--- config.mk ---
export PLATFORM = sky130hd
export DESIGN_NAME = array_output_drain
export DESIGN_NICKNAME = d
export VERILOG_FILES = /design/src/rtl/array_output_drain_pkg.sv /design/src/rtl/drain_tile_mem.sv /design/src/rtl/array_output_drain.sv
export SDC_FILE = /design/constraint.sdc
export NUM_CORES = 1
export LEC_CHECK = 0
export CAP_MARGIN = 20
export CORE_ASPECT_RATIO = 1.1
export CORE_MARGIN = 5
export CORE_UTILIZATION = 58
export CTS_CLUSTER_DIAMETER = 200
export CTS_CLUSTER_SIZE = 16
export DETAILED_ROUTE_END_ITERATION = 10
export PLACE_DENSITY = 0.77
export SKIP_LAST_GASP = 1
export SLEW_MARGIN = 20
export SYNTH_ARGS = -nofsm -noshare
export SYNTH_HDL_FRONTEND = slang
export SYNTH_SLANG_ARGS = --single-unit
--- constraint.sdc ---
create_clock -name clk -period 3.8 [get_ports clk]
set_clock_uncertainty 0.1 [all_clocks]
set_input_delay 0.76 -clock clk [delete_from_list [all_inputs] [get_ports clk]]
set_output_delay 0.76 -clock clk [all_outputs]
set_load 0.05 [all_outputs]
--- src/rtl/array_output_drain_pkg.sv ---
// Shared definitions for the systolic-array output path: drain FSM encoding and
// tile index sizing. Also imported by the upstream array controller.
package array_output_drain_pkg;

  typedef enum logic {
    ST_FILL  = 1'b0,
    ST_DRAIN = 1'b1
  } drain_state_e;

  // Minimum 1 bit so degenerate 1-entry tiles still get a legal index.
  function automatic int clog2(input int n);
    int w;
    w = 0;
    while ((1 << w) < n) w++;
    return (w < 1) ? 1 : w;
  endfunction

endpackage

--- src/rtl/drain_tile_mem.sv ---
// rows*cols x width tile register file: one row-wide write port, one
// single-word combinational read port addressed row-major.
module drain_tile_mem
  import array_output_drain_pkg::*;
#(
  parameter int width = 16,
  parameter int rows  = 4,
  parameter int cols  = 4,
  parameter int AW    = clog2(rows),
  parameter int IW    = clog2(rows * cols)
) (
  input  logic                  clk,
  input  logic                  we,
  input  logic [AW-1:0]         waddr,
  input  logic [cols*width-1:0] wdata,
  input  logic [IW-1:0]         raddr,
  output logic [width-1:0]      rdata
);

  logic [width-1:0] mem [rows*cols];

  always_ff @(posedge clk) begin
    if (we) begin
      for (int r = 0; r < rows; r++) begin
        for (int c = 0; c < cols; c++) begin
          if (waddr == AW'(r)) mem[r*cols + c] <= wdata[c*width +: width];
        end
      end
    end
  end

  assign rdata = mem[raddr];

endmodule

--- src/rtl/array_output_drain.sv ---
// Collects rows captures of the array outputs into a tile, then drains it one
// word per valid/ready handshake. Define ARRAY_DRAIN_RELU_EN to clamp negatives at capture.
module array_output_drain
  import array_output_drain_pkg::*;
#(
  parameter int width   = 16,
  parameter int decimal = 8,
  parameter int rows    = 4,
  parameter int cols    = 4
) (
  input  logic                     clk,
  input  logic                     rst,
  input  logic                     cap,
  input  logic [cols*width-1:0]    outs_array,
  output logic [width-1:0]         out_data,
  output logic                     out_valid,
  input  logic                     out_ready,
  output logic                     out_last,
  output logic                     busy,
  output logic                     ovf,
  output logic [$clog2(rows):0]    row_cnt
);

  localparam int N   = rows * cols;
  localparam int IW  = clog2(N);
  localparam int AW  = clog2(rows);
  localparam int RCW = $clog2(rows) + 1;

  // decimal only documents the fixed-point format; reject impossible formats.
  if (decimal >= width) begin : g_bad_decimal
    $error("decimal must be smaller than width");
  end

  // Handshake: a word transfers on any rising edge where out_valid && out_ready;
  // while out_valid && !out_ready, out_data/out_valid/out_last are held.
  drain_state_e         state, state_d;
  logic [IW-1:0]        idx, idx_d;
  logic [RCW-1:0]       row_cnt_d;
  logic [width-1:0]     data_d;
  logic                 last_d, ovf_d;
  logic                 mem_we;
  logic [IW-1:0]        rd_addr;
  logic [width-1:0]     rd_data;
  logic [cols*width-1:0] wdata;
  logic [width-1:0]     first_word;

  function automatic logic [width-1:0] clamp_word(input logic [width-1:0] w);
`ifdef ARRAY_DRAIN_RELU_EN
    return w[width-1] ? '0 : w;
`else
    return w;
`endif
  endfunction

  always_comb begin
    wdata = '0;
    for (int c = 0; c < cols; c++) begin
      wdata[c*width +: width] = clamp_word(outs_array[c*width +: width]);
    end
  end

  drain_tile_mem #(
    .width (width),
    .rows  (rows),
    .cols  (cols),
    .AW    (AW),
    .IW    (IW)
  ) u_mem (
    .clk   (clk),
    .we    (mem_we),
    .waddr (row_cnt[AW-1:0]),
    .wdata (wdata),
    .raddr (rd_addr),
    .rdata (rd_data)
  );

  // With a single-row tile, word 0 is being written by the completing capture.
  assign first_word = (rows == 1) ? wdata[width-1:0] : rd_data;

  always_comb begin
    state_d   = state;
    idx_d     = idx;
    row_cnt_d = row_cnt;
    data_d    = out_data;
    last_d    = out_last;
    ovf_d     = ovf;
    mem_we    = 1'b0;
    rd_addr   = '0;
    case (state)
      ST_FILL: begin
        if (cap) begin
          mem_we = 1'b1;
          if (row_cnt == RCW'(rows - 1)) begin
            state_d   = ST_DRAIN;
            row_cnt_d = '0;
            idx_d     = '0;
            data_d    = first_word;
            last_d    = (N == 1);
          end else begin
            row_cnt_d = row_cnt + RCW'(1);
          end
        end
      end
      ST_DRAIN: begin
        if (cap) ovf_d = 1'b1;
        if (out_ready) begin
          if (idx == IW'(N - 1)) begin
            state_d = ST_FILL;
            idx_d   = '0;
            last_d  = 1'b0;
          end else begin
            idx_d   = idx + IW'(1);
            rd_addr = idx + IW'(1);
            data_d  = rd_data;
            last_d  = ((idx + IW'(1)) == IW'(N - 1));
          end
        end
      end
      default: state_d = ST_FILL;
    endcase
  end

  always_ff @(posedge clk or negedge rst) begin
    if (!rst) begin
      state    <= ST_FILL;
      idx      <= '0;
      row_cnt  <= '0;
      out_data <= '0;
      out_last <= 1'b0;
      ovf      <= 1'b0;
    end else begin
      state    <= state_d;
      idx      <= idx_d;
      row_cnt  <= row_cnt_d;
      out_data <= data_d;
      out_last <= last_d;
      ovf      <= ovf_d;
    end
  end

  // busy doubles as the visible FSM state.
  assign out_valid = (state == ST_DRAIN);
  assign busy      = (state == ST_DRAIN);

endmodule
==> flow_metrics.tcl, run 1 <==
set metrics [dict create \
    run_status "finished, final reports clean" \
    cts_buffers 21 \
    dp_hpwl_um 14940 \
    yosys.area.top_type "edfxtp_1" \
    grt_overflow 0 \
    syn_inst 677 \
    comb_power_share 0.354 \
    setup.worst_path.start_class "flip-flop" \
    synth_warnings 0 \
    synthTopCellsByArea "edfxtp_1 68%, dfrtp_1 5.8%, mux2i_1 2.8%, mux4_2 2.8%, o2bb2ai_1 2.1%" \
    ys_seq_area_frac 0.7398 \
    synth_area_um2 11270 \
    required_ps 4090 \
    fin_crit_ps 3005 \
    vias 6607 \
    ys_ff_latch 282 \
    diodes 0 \
    grt_max_degree 65 \
    gp_congestion 0.8210 \
    maxCapViolCount 0 \
    drcViolationCount 0 \
    fmax_ghz 0.3327 \
    p_total_mw 9.290 \
    vias_per_cell 6.402 \
    clk_pin_slew_worst_paths_ps 70 \
    num-nets-final 846 \
    grt_pass1_wl_um 37980 \
    io_buffers 90 \
    final_area_um2 13120 \
    pin_count 91 \
    start_util 0.5901 \
    finalCritPeriodShare 0.7909 \
    drive_above_1_share 0.1223 \
    drt_first_iter_violations 605 \
    leakage_nw 4.528 \
    cts_buffer_depth 3 \
    grt_pass1_vias 6810 \
    ctsResizeCount 0 \
    slew_headroom 0.4465 \
    placed_area_um2 12530 \
    pwr-share-clk 0.217 \
    die_w_um 142.9 \
    arrival_ps 3290 \
    crit_start "idx[0]" \
    cts_tree "yes" \
    antenna_found_initial 0 \
    worst-path-max-fanout 23 \
    syn2layout_area_growth_pct 16.41 \
    peakVddDrop_mv 0.4622 \
    switching_power_mw 3.230 \
    fp.dieH_um 156.2 \
    p_int_mw 6.060 \
    die_area_um2 22320 \
    end_kind "flip-flop" \
    placementRows 53 \
    clock-sinks 282 \
    finalSetupViolCount 0 \
    hold_viol_final 0 \
    htreeDepth 1 \
    r2r_slack_ps 790 \
    yosysTopAreaCellShare 0.6821 \
    async_reset_ff_frac 0.09220 \
    synth_cell_types 43 \
    clock_latency_ps 510 \
    drt-pass1-iter-count 4 \
    ant_nets 0 \
    worstSetupPathType "flip-flop to flip-flop" \
    post_cts_buffers 0 \
    tightestPinTransition_ps 828.3 \
    fin_setup_tns_ps 0 \
    synthFlopType "edfxtp_1" \
    wl_per_cell_um 24.27 \
    routed_wl_um 25050 \
    hp-class "flip-flop to flip-flop" \
    p_seq_frac 0.430 \
    power_switching_share 0.3477 \
    core_um2 19100 \
    root_buffer "clkbuf_16" \
    rsz0062_at_grt "false" \
    syn_avg_cell_area_um2 16.65 \
    hold_start "ovf" \
    synth-edff-count 256 \
    hold_buffers 0 \
    synthesis.nets 751 \
    slew_violations 0 \
    r2r_start "idx[0]" \
    grtUsageTotal 0.2224 \
    power_density_nw_per_um2 708.0 \
]
-- power groups by stage --
stage	sequential, mW	combinational, mW	clock, mW
CTS	3.99	3.28	2.04
detailed placement	4.06	3.26	0
finish	3.99	3.29	2.01
floorplan	4.31	1.94	0
global route	4.02	3.48	2.17
global placement	4.04	3.16	0
-- layout by cell type, fill, tap and decap left out, types with 2 or more instances in the layout --
cell,instances
nand3b_1,2
a21oi_1,33
nor2_2,2
buf_12,4
clkbuf_1,13
and3_1,29
nand2_1,29
a221o_1,13
buf_4,24
nand4_1,2
and2_1,15
a211oi_1,27
clkbuf_16,21
mux4_2,14
nor2_1,19
mux2i_1,32
o2bb2ai_1,27
ha_1,5
nor2b_1,3
inv_1,4
a211o_1,17
o21ai_0,23
mux2_2,18
dfrtp_1,25
a221oi_1,6
edfxtp_1,256
clkdlybuf4s50_1,90
nor3_1,2
a21o_1,2
and2_2,4
and4b_1,2
nand3_1,5
-- per-layer routing --
layer	wire (µm)	vias to the layer above	track usage
met4	742	0	0.07334
met1	9426	3337	0.2805
met5	0	-	0
met3	1788	57	0.02882
li1	-	2885	-
met2	13090	328	0.3995
-- cell usage after synthesis, types with 2 or more instances --
| cell type | count |
|---|---|
| edfxtp_1 | 256 |
| a21oi_1 | 33 |
| mux2i_1 | 32 |
| and3_1 | 29 |
| nand2_1 | 29 |
| a211oi_1 | 27 |
| o2bb2ai_1 | 27 |
| dfrtp_1 | 26 |
| o21ai_0 | 23 |
| clkbuf_1 | 20 |
| nor2_1 | 20 |
| and2_1 | 19 |
| buf_2 | 18 |
| mux2_2 | 18 |
| a211o_1 | 17 |
| mux4_2 | 14 |
| a221o_1 | 13 |
| a221oi_1 | 6 |
| ha_1 | 6 |
| buf_4 | 5 |
| nand3_1 | 5 |
| inv_1 | 4 |
| nor2b_1 | 3 |
| a21o_1 | 2 |
| and4b_1 | 2 |
| buf_6 | 2 |
| nand2b_1 | 2 |
| nand3b_1 | 2 |
| nand4_1 | 2 |
| nor3_1 | 2 |
-- worst paths after layout --
path	to	cells after the start
hold / removal	ovf	1
setup reg to reg	out_data[14]	8
hold reg to reg	ovf	1
max in group asynchronous	out_data[3]	2
setup / recovery	out_data[14]	8
min in group asynchronous	idx[0]	1
-- through the flow --
stage / instances / hold slack, ps / worst slack, ps / utilization
after floorplan: 677 / 364.4 / 554.9 / -
after global placement: 996 / 338.4 / 819.3 / 0.6560
final: 1032 / 369.6 / 794.6 / 0.6870
after global routing: 1032 / 385.6 / 629.7 / 0.6870
after detailed placement: 996 / 361.0 / 771.1 / 0.6560
after CTS: 1032 / 373.1 / 772.7 / 0.6870
-- sequential cells by signal, indices dropped and copies added (netlist names) --
signal	count
u_mem.mem	256
row_cnt	3
busy	1
idx	4
out_last	1
ovf	1
out_data	16
-- logic make-up after synthesis --
family          after synthesis  share of synthesized area
compound gates              156                     0.1017
buf+inv                      50                    0.02165
simple gates                118                    0.05506
mux                          64                    0.07438
xor+xnor                      1                  0.0007772
fa+ha+maj                     6                   0.006661
flops                       282                     0.7398
-- worst max-delay path, cell delays in order (launching register included) --
cell,delay (ps)
dfrtp_4,640
inv_1,110
ha_2,660
buf_4,350
mux2i_1,200
o21ai_0,120
a221oi_1,330
nor3_1,90
a211o_1,270
-- area by class of cell --
class | count | area (µm²)
inverters | 4 | 15.01
multi-input cells | 345 | 2701
fillers | 1239 | 5978
repair buffers | 118 | 1161
clock inverters | 2 | 17.52
well taps | 247 | 309.0
flip-flops and latches | 282 | 8342
clock buffers | 34 | 574.3
Note: power is estimated with default switching activity, not from simulation.
==> run 2, diff against run 1 <==
--- a/config.mk
+++ b/config.mk
@@ -8,11 +8,11 @@
 export CAP_MARGIN = 20
 export CORE_ASPECT_RATIO = 1.1
 export CORE_MARGIN = 5
-export CORE_UTILIZATION = 58
+export CORE_UTILIZATION = 52
 export CTS_CLUSTER_DIAMETER = 200
 export CTS_CLUSTER_SIZE = 16
 export DETAILED_ROUTE_END_ITERATION = 10
-export PLACE_DENSITY = 0.77
+export PLACE_DENSITY = 0.72
 export SKIP_LAST_GASP = 1
 export SLEW_MARGIN = 20
 export SYNTH_ARGS = -nofsm -noshare
==> constraint.sdc (replaced) <==
create_clock -name clk -period 2.5 [get_ports clk]
set_clock_uncertainty 0.1 [all_clocks]
set_input_delay 0.5 -clock clk [delete_from_list [all_inputs] [get_ports clk]]
set_output_delay 0.5 -clock clk [all_outputs]
set_load 0.05 [all_outputs]
==> flow_metrics.tcl, run 2 (synthesis gave the netlist of run 1 again) <==
set metrics [dict create \
    grt_pass1_wl_um 38900 \
    run_status "finished, final reports clean" \
    hold_buffers 0 \
    syn2layout_area_growth_pct 19.44 \
    antenna_found_initial 0 \
    tightestPinTransition_ps 510.3 \
    grt_overflow 0 \
    pin_count 91 \
    cp_cell_sequence "clkdlybuf4s50_1" \
    grt_pass1_vias 6814 \
    dp_hpwl_um 15980 \
    ant_nets 0 \
    htreeDepth 1 \
    post_cts_buffers 0 \
    largest_reg_flops 256 \
    drive_above_1_share 0.1448 \
    num-nets-final 865 \
    vias_per_cell 6.038 \
    drcViolationCount 0 \
    die_area_um2 24720 \
    ctsResizeCount 0 \
    layout_commonest_cell "edfxtp_1" \
    critPathTopFamily "buffers and inverters" \
    setup.worst_path.start_class "flip-flop" \
    slew_violations 0 \
    drt-pass1-iter-count 6 \
    power_density_nw_per_um2 1074 \
    die_w_um 150.4 \
    root_buffer "clkbuf_16" \
    required_ps 1900 \
    grt_max_degree 80 \
    gp_congestion 0.8492 \
    clock_latency_ps 510 \
    maxCapViolCount 0 \
    placementRows 56 \
    worst-path-buf-inv 1 \
    critPathMaxStageDelay_ps 840 \
    clk_pin_slew_worst_paths_ps 70 \
    drt_first_iter_violations 606 \
    nFillCells 1489 \
    slowest_stage "clkdlybuf4s50_1" \
    rsz0062_at_grt "false" \
    core_um2 21370 \
    placed_cells 1058 \
    slew_headroom 0.6587 \
    hold-worst-slack_ps 305.7 \
    start_util 0.5274 \
    fin_crit_ps 2387 \
    top_register "u_mem.mem" \
    fp.dieH_um 164.4 \
    cts_buffer_depth 3 \
    clock-sinks 282 \
    vias 6588 \
    end_kind "primary output" \
    worstSetupPathType "flip-flop to primary output" \
    leakage_nw 4.671 \
    diodes 0 \
    stdcell_count 1091 \
    routed_wl_um 25120 \
    fin_setup_tns_ps 0 \
    hold_viol_final 0 \
    finalCritPeriodShare 0.9547 \
    io_buffers 90 \
    top_regs "u_mem.mem: 256 flops, out_data: 16 flops, idx: 4 flops" \
    cts_buffers 21 \
    grtUsageTotal 0.2055 \
    peakVddDrop_mv 0.6751 \
    fmax_ghz 0.4190 \
    p_total_mw 14.45 \
    arrival_ps 1790 \
    wl_per_cell_um 23.02 \
    finalSetupViolCount 0 \
    cts_tree "yes" \
    hp-class "input pin to async pin" \
    worst-path-max-fanout 4 \
    layout_common_cells "256 x edfxtp_1, 88 x clkdlybuf4s50_1, 33 x a21oi_1" \
]
[run 2: routing by layer]
layer	GRT usage	part of all wire
met5	0	0
met4	0.05865	0.023
met3	0.03814	0.073
met2	0.3337	0.49
met1	0.2880	0.41
[run 2: path summary, 6_finish.rpt]
kind	startpoint	endpoint	slack, ps	cells past startpoint
worst max register to register	idx[0]	out_data[11]	170	8
min in group clk	ovf	ovf	360	1
worst min register to register	ovf	ovf	360	1
max in group asynchronous	rst	idx[0]	1630	2
worst max-delay path	row_cnt[0]	row_cnt[0]	110	1
worst min-delay path	rst	ovf	310	2
[run 2: metrics by stage]
stage,utilization,cell area [µm²],setup WS [ps]
final,0.6299,13460,113.3
after global routing,0.6299,13460,70.78
after CTS,0.6297,13460,92.23
after detailed placement,0.6028,12880,-63.64
after global placement,0.6028,12880,-70.36
after floorplan,-,11280,-49.46
[run 2: final cells by class]
class | instances | area [µm²] | area share
clock inverter | 1 | 8.758 | 0.0006506
clock buffer | 32 | 566.8 | 0.04210
tap | 290 | 362.8 | 0.02695
multi-input combinational | 345 | 2701 | 0.2007
timing repair buffer | 137 | 1465 | 0.1088
inverter | 4 | 15.01 | 0.001115
sequential | 282 | 8342 | 0.6197
[run 2: worst register-to-register path: stages (launching register included)]
cell and delay [ps]:
dfrtp_4 510, inv_1 90, ha_2 310, and4b_1 240, buf_4 200, o2bb2ai_1 150
a211oi_1 250, a211oi_1 80, a211o_1 280
[run 2: power breakdown]
group / switching (mW) / internal (mW)
Combinational: 3.20 / 2.22
Sequential: 0.260 / 5.73
Clock: 1.48 / 1.56
Total: 4.94 / 9.51
